File: config.mk
export PLATFORM = sky130hd
export DESIGN_NAME = ad_sample_sched
export DESIGN_NICKNAME = d
export VERILOG_FILES = /design/src/rtl/ad_sample_sched.sv
export SDC_FILE = /design/constraint.sdc
export NUM_CORES = 1
export LEC_CHECK = 0
export ABC_CLOCK_PERIOD_IN_PS = 2100
export CORE_MARGIN = 1.5
export CORE_UTILIZATION = 51
export DETAILED_ROUTE_END_ITERATION = 8
export PLACE_DENSITY = 0.88
export SYNTH_ARGS = -nofsm -noshare
export SYNTH_HDL_FRONTEND = slang
export SYNTH_SLANG_ARGS = --single-unit
File: constraint.sdc
create_clock -name clk -period 2.1 [get_ports clk]
set_clock_uncertainty 0.2 [all_clocks]
set_input_delay 0.63 -clock clk [delete_from_list [all_inputs] [get_ports clk]]
set_output_delay 0.63 -clock clk [all_outputs]
set_load 0.02 [all_outputs]
File: src/rtl/ad_sample_sched.sv
// ad_sample_sched: shares one ADS7822 front-end between the frame sampler and the diagnostic requester
module ad_sample_sched #(
  parameter int TRIG_CYC    = 4,
  parameter int TIMEOUT_CYC = 800,
  parameter int GAP_CYC     = 40
) (
  input  logic        clk,
  input  logic        Reset,
  input  logic        reset_unit,
  input  logic        frame_req,
  input  logic        diag_req,
  input  logic [11:0] sample_data,
  input  logic        data_valid,
  output logic        AD_trigger,
  output logic [11:0] frame_data,
  output logic        frame_valid,
  output logic [11:0] diag_data,
  output logic        diag_ack,
  output logic        busy,
  output logic        ad_timeout_err,
  output logic [7:0]  overrun_cnt
);
  typedef enum logic [2:0] {IDLE, TRIG, WAIT, DONE, GAP} state_t;
  state_t      state_q;
  logic        frame_pend_q, owner_frame_q, ad_trigger_q, frame_valid_q, diag_ack_q, busy_q, ad_timeout_err_q;
  logic [11:0] frame_data_q, diag_data_q, to_cnt_q;
  logic [7:0]  cnt_q, overrun_cnt_q;
  logic        take_frame, trig_last, to_hit, gap_last;
  // a frame pulse arriving in IDLE is served at once, ahead of a waiting diagnostic request
  assign take_frame = (state_q == IDLE) && (frame_pend_q || frame_req);
  assign trig_last  = cnt_q == 8'(TRIG_CYC - 1);
  assign to_hit     = to_cnt_q >= 12'(TIMEOUT_CYC - 1);
  assign gap_last   = {1'b0, cnt_q} + 9'd1 >= 9'(GAP_CYC);
  assign AD_trigger     = ad_trigger_q;
  assign frame_data     = frame_data_q;
  assign frame_valid    = frame_valid_q;
  assign diag_data      = diag_data_q;
  assign diag_ack       = diag_ack_q;
  assign busy           = busy_q;
  assign ad_timeout_err = ad_timeout_err_q;
  assign overrun_cnt    = overrun_cnt_q;
  // scheduler: arbitration, trigger timing, timeout supervision and result routing
  always_ff @(posedge clk) begin
    if (Reset) begin
      state_q          <= IDLE;
      frame_pend_q     <= 1'b0;
      owner_frame_q    <= 1'b0;
      ad_trigger_q     <= 1'b0;
      frame_valid_q    <= 1'b0;
      diag_ack_q       <= 1'b0;
      busy_q           <= 1'b0;
      ad_timeout_err_q <= 1'b0;
      frame_data_q     <= '0;
      diag_data_q      <= '0;
      to_cnt_q         <= '0;
      cnt_q            <= '0;
      overrun_cnt_q    <= '0;
    end else begin
      frame_valid_q <= 1'b0;
      diag_ack_q    <= 1'b0;
      if (frame_req && frame_pend_q && overrun_cnt_q != 8'hFF) overrun_cnt_q <= overrun_cnt_q + 8'd1;
      frame_pend_q <= !take_frame && (frame_pend_q || frame_req);
      if (reset_unit) ad_timeout_err_q <= 1'b0;
      case (state_q)
        IDLE: if (take_frame || diag_req) begin
          state_q       <= TRIG;
          owner_frame_q <= take_frame;
          ad_trigger_q  <= 1'b1;
          busy_q        <= 1'b1;
          cnt_q         <= '0;
          to_cnt_q      <= '0;
        end
        TRIG, WAIT: begin
          cnt_q    <= cnt_q + 8'd1;
          to_cnt_q <= to_cnt_q + 12'd1;
          if (data_valid) begin
            state_q      <= DONE;
            ad_trigger_q <= 1'b0;
            if (owner_frame_q) begin
              frame_data_q  <= sample_data;
              frame_valid_q <= 1'b1;
            end else begin
              diag_data_q <= sample_data;
              diag_ack_q  <= 1'b1;
            end
          end else if (state_q == TRIG && trig_last) begin
            state_q      <= WAIT;
            ad_trigger_q <= 1'b0;
          end else if (state_q == WAIT && to_hit) begin
            state_q          <= GAP;
            cnt_q            <= '0;
            ad_timeout_err_q <= 1'b1;
          end
        end
        DONE: begin
          state_q <= GAP;
          cnt_q   <= '0;
        end
        GAP: begin
          cnt_q <= cnt_q + 8'd1;
          if (gap_last) begin
            state_q <= IDLE;
            busy_q  <= 1'b0;
          end
        end
        default: state_q <= IDLE;
      endcase
    end
  end
endmodule

==> results.py, run 1 <==
metrics = {
    "die": {
        "die_area_um2": 5822,
        "die-width_um": 76.30,
        "std_cell_rows": 26,
        "coreArea_um2": 5140,
        "start_util_pct": 53.31,
        "ios": 55,
        "dieHeight_um": 76.30,
    },
    "cts": {
        "postCtsHoldBufs": 0,
        "htree_levels": 3,
        "cts.path.max_buffers": 2,
        "cts_sinks": 62,
        "numCtsBuffers": 9,
        "clk_pin_slew_ps": 70,
        "root_buffer": "clkbuf_8",
        "clock_latency_ps": 350,
        "tritoncts": "yes",
    },
    "worst_hold_path": {
        "hp-start": "busy$_SDFFE_PP0P_",
        "hold_class": "reg -> reg",
    },
    "power": {
        "p_per_area_nw_per_um2": 808.2,
        "finalPower_uw": 2970,
        "leakagePower_uw": 0.001616,
        "peakVddDrop_mv": 0.4851,
    },
    "drt": {
        "drc": 0,
        "vias": 2449,
        "drt-total-wl_um": 6814,
        "drtIter0Drc": 112,
        "drtAntennaViolNets": 0,
        "detail_route.wl_per_cell_um": 15.11,
        "viasPerCell": 5.430,
        "drt_first_pass_iters": 4,
    },
    "finish": {
        "layout_commonest_cell": "nor2_1",
        "nFillCells": 397,
        "antenna_cells": 0,
        "finalNetCount": 398,
        "final_cell_mix": "70 x nor2_1, 62 x dfxtp_1, 37 x dlygate4sd2_1",
        "areaGrowthSynthToFinish_pct": 34.11,
        "final_cells": 451,
        "drive_gt1_share_pct": 13.65,
    },
    "logic_synthesis": {
        "synthCells": 299,
        "ys_seq_area_share_pct": 45.30,
        "ys_warn_count": 0,
        "synth.ff_latch_count": 62,
        "ys_types": 40,
        "syn-num-nets": 321,
        "syn-cell-area_um2": 2740,
        "syn_avg_cell_area_um2": 9.164,
    },
    "worst_setup_path": {
        "cpMostUsedCell": "nor2_1",
        "critPathSlowestCell": "clkdlybuf4s50_1",
        "path_cells": "clkdlybuf4s50_1 > or3_1 > o21ai_2 > buf_4 > nor2_1 > xnor2_1 > nor2_1",
        "critical_path.max_stage_delay_ps": 470,
        "endpoint_kind": "flip-flop",
        "reg2reg_from": "to_cnt_q[1]$_SDFFE_PP0P_",
        "worstPathBufferInverterCount": 2,
        "path_max_fanout": 9,
        "path_delay_family": "buffers and inverters",
        "start_kind": "primary input",
        "cp.required_ps": 2150,
        "crit_type": "in -> reg",
        "critical_path_arrival_ps": 2100,
        "cp-startpoint": "frame_req",
    },
    "timing": {
        "slew_headroom_pct": 72.44,
        "fin_crit_sh_pct": 98.00,
        "drv_slew": 0,
        "post-route-min-period_ps": 2058,
        "setup_viol": 0,
        "tns_ps": 0,
        "maxClockFrequency_ghz": 0.4859,
        "hold_viol_final": 0,
        "tightest_slew_ps": 412.8,
    },
    "global_routing": {
        "overflow": 0,
        "antenna_found_initial": 0,
        "grt_max_degree": 23,
        "grt_pass1_vias": 2511,
        "grt_pass1_wl_um": 11520,
        "grt_usage_pct": 25.39,
    },
    "placed_design": {
        "port_buffers": 54,
        "place_inst": 435,
        "gp_congestion": 0.8980,
        "hpwlAfterDp_um": 4758,
    },
    "run": {
        "drv_cap": 0,
    },
    "status": {
        "status": "complete, no violations",
    },
}
-- synth_stat cells (all sizes together) --
cell type	instances	share of area, %
a221o	1	0.37
a41oi	1	0.32
nor3b	1	0.27
buf	6	2.1
and3	4	1.1
inv	4	0.55
clkbuf	5	0.69
xor2	7	2.2
nor4	4	1.5
nand3	14	2.6
a21oi	10	2.1
a22oi	1	0.27
a21bo	1	0.37
o22ai	1	0.46
and2b	1	0.27
xnor2	17	5.7
mux2i	26	9.5
nand2	16	2.2
a21boi	2	0.55
o211a	1	0.37
o21ai	6	1.2
a211o	1	0.64
a311oi	1	0.32
dfxtp	62	45
o211ai	1	0.46
or2	2	0.46
nor2b	4	0.91
a211oi	1	0.27
nand4	7	1.6
nor2	70	9.6
nor3	14	2.6
ha	4	1.8
a2111oi	1	1.0
or3	2	0.46
-- repair_timing --
item / in CTS / in global routing
setup buffers: 0 / 0
resized for setup: 37 / 2
setup endpoints to repair: 37 / 2
-- worst register-to-register path: cells and delay by family, from the launching register on --
kind | cells | cell delay [ps]
fa+ha+maj | 1 | 260
compound gates | 3 | 930
simple gates | 1 | 120
flops | 1 | 390
-- power breakdown --
| group | internal [µW] | switching, µW | leakage, µW |
|---|---|---|---|
| registers | 1240 | 67.6 | 0.000503 |
| logic | 263 | 305 | 0.00101 |
| clock network | 563 | 529 | 0.000101 |
| total | 2070 | 901 | 0.00162 |
-- worst paths after layout --
path | cells after the start | endpoint | slack, ps
min reg2reg | 2 | busy$_SDFFE_PP0P_ | 300
max reg2reg | 5 | cnt_q[0]$_SDFFE_PP0P_ | 150
min | 2 | busy$_SDFFE_PP0P_ | 300
max | 7 | to_cnt_q[2]$_SDFFE_PP0P_ | 40
-- metal layers --
layer	vias to the layer above	track usage [%]	wire (µm)
li1	1181	-	-
met1	1157	26.50	2640
met2	89	44.20	3565
met3	22	9.581	424
met4	0	13.33	183
met5	-	0	0
-- metrics by stage --
step	setup WS, ps	instance area (µm²)	hold WS, ps	util [%]
after floorplan	199.8	2740	277.4	-
after global placement	-251.4	3503	273.5	68.16
after detailed placement	-310.5	3503	288.1	68.16
after CTS	63.35	3662	303.4	71.25
after global routing	-2.784	3675	327.8	71.49
final	42.04	3675	299.7	71.49
-- flip-flops by register name, summed over array words and instances (netlist names) --
signal          count
busy                1
owner_frame_q       1
state_q             3
overrun_cnt         8
cnt_q               8
frame_pend_q        1
AD_trigger          1
frame_data         12
ad_timeout_err      1
diag_data          12
frame_valid         1
diag_ack            1
to_cnt_q           12
-- area by class of cell --
class | count | area, µm² | share of cell area, %
Multi-Input combinational cell | 222 | 1421 | 38.68
Sequential cell | 62 | 1241 | 33.78
Timing Repair Buffer | 77 | 704.4 | 19.17
Clock buffer | 9 | 123.9 | 3.371
Tap cell | 70 | 87.58 | 2.383
Clock inverter | 7 | 81.33 | 2.213
Inverter | 4 | 15.01 | 0.4086
-- cells by family (layout without fill, tap and decap cells) --
family	Yosys count	after routing	share of synthesized area [%]
AO/OA/AOI/OAI	29	29	8.722
adder cells (fa/ha/maj)	4	4	1.827
multiplexers	26	26	9.498
AND/OR/NAND/NOR	139	139	23.42
buffers and inverters	15	97	3.287
flip-flops	62	62	45.30
XOR/XNOR	24	24	7.945
No activity file was read; power rests on OpenSTA's default activity.
==> inputs of run 2 (changes only) <==
- SLEW_MARGIN: default -> 20
==> results of run 2 <==
No change in the layout: final DEF, timing and power equal those of run 1.
==> inputs of run 3 (changes only) <==
- SKIP_LAST_GASP: default -> 1
==> results of run 3 <==
No change in the layout: final DEF, timing and power equal those of run 1.
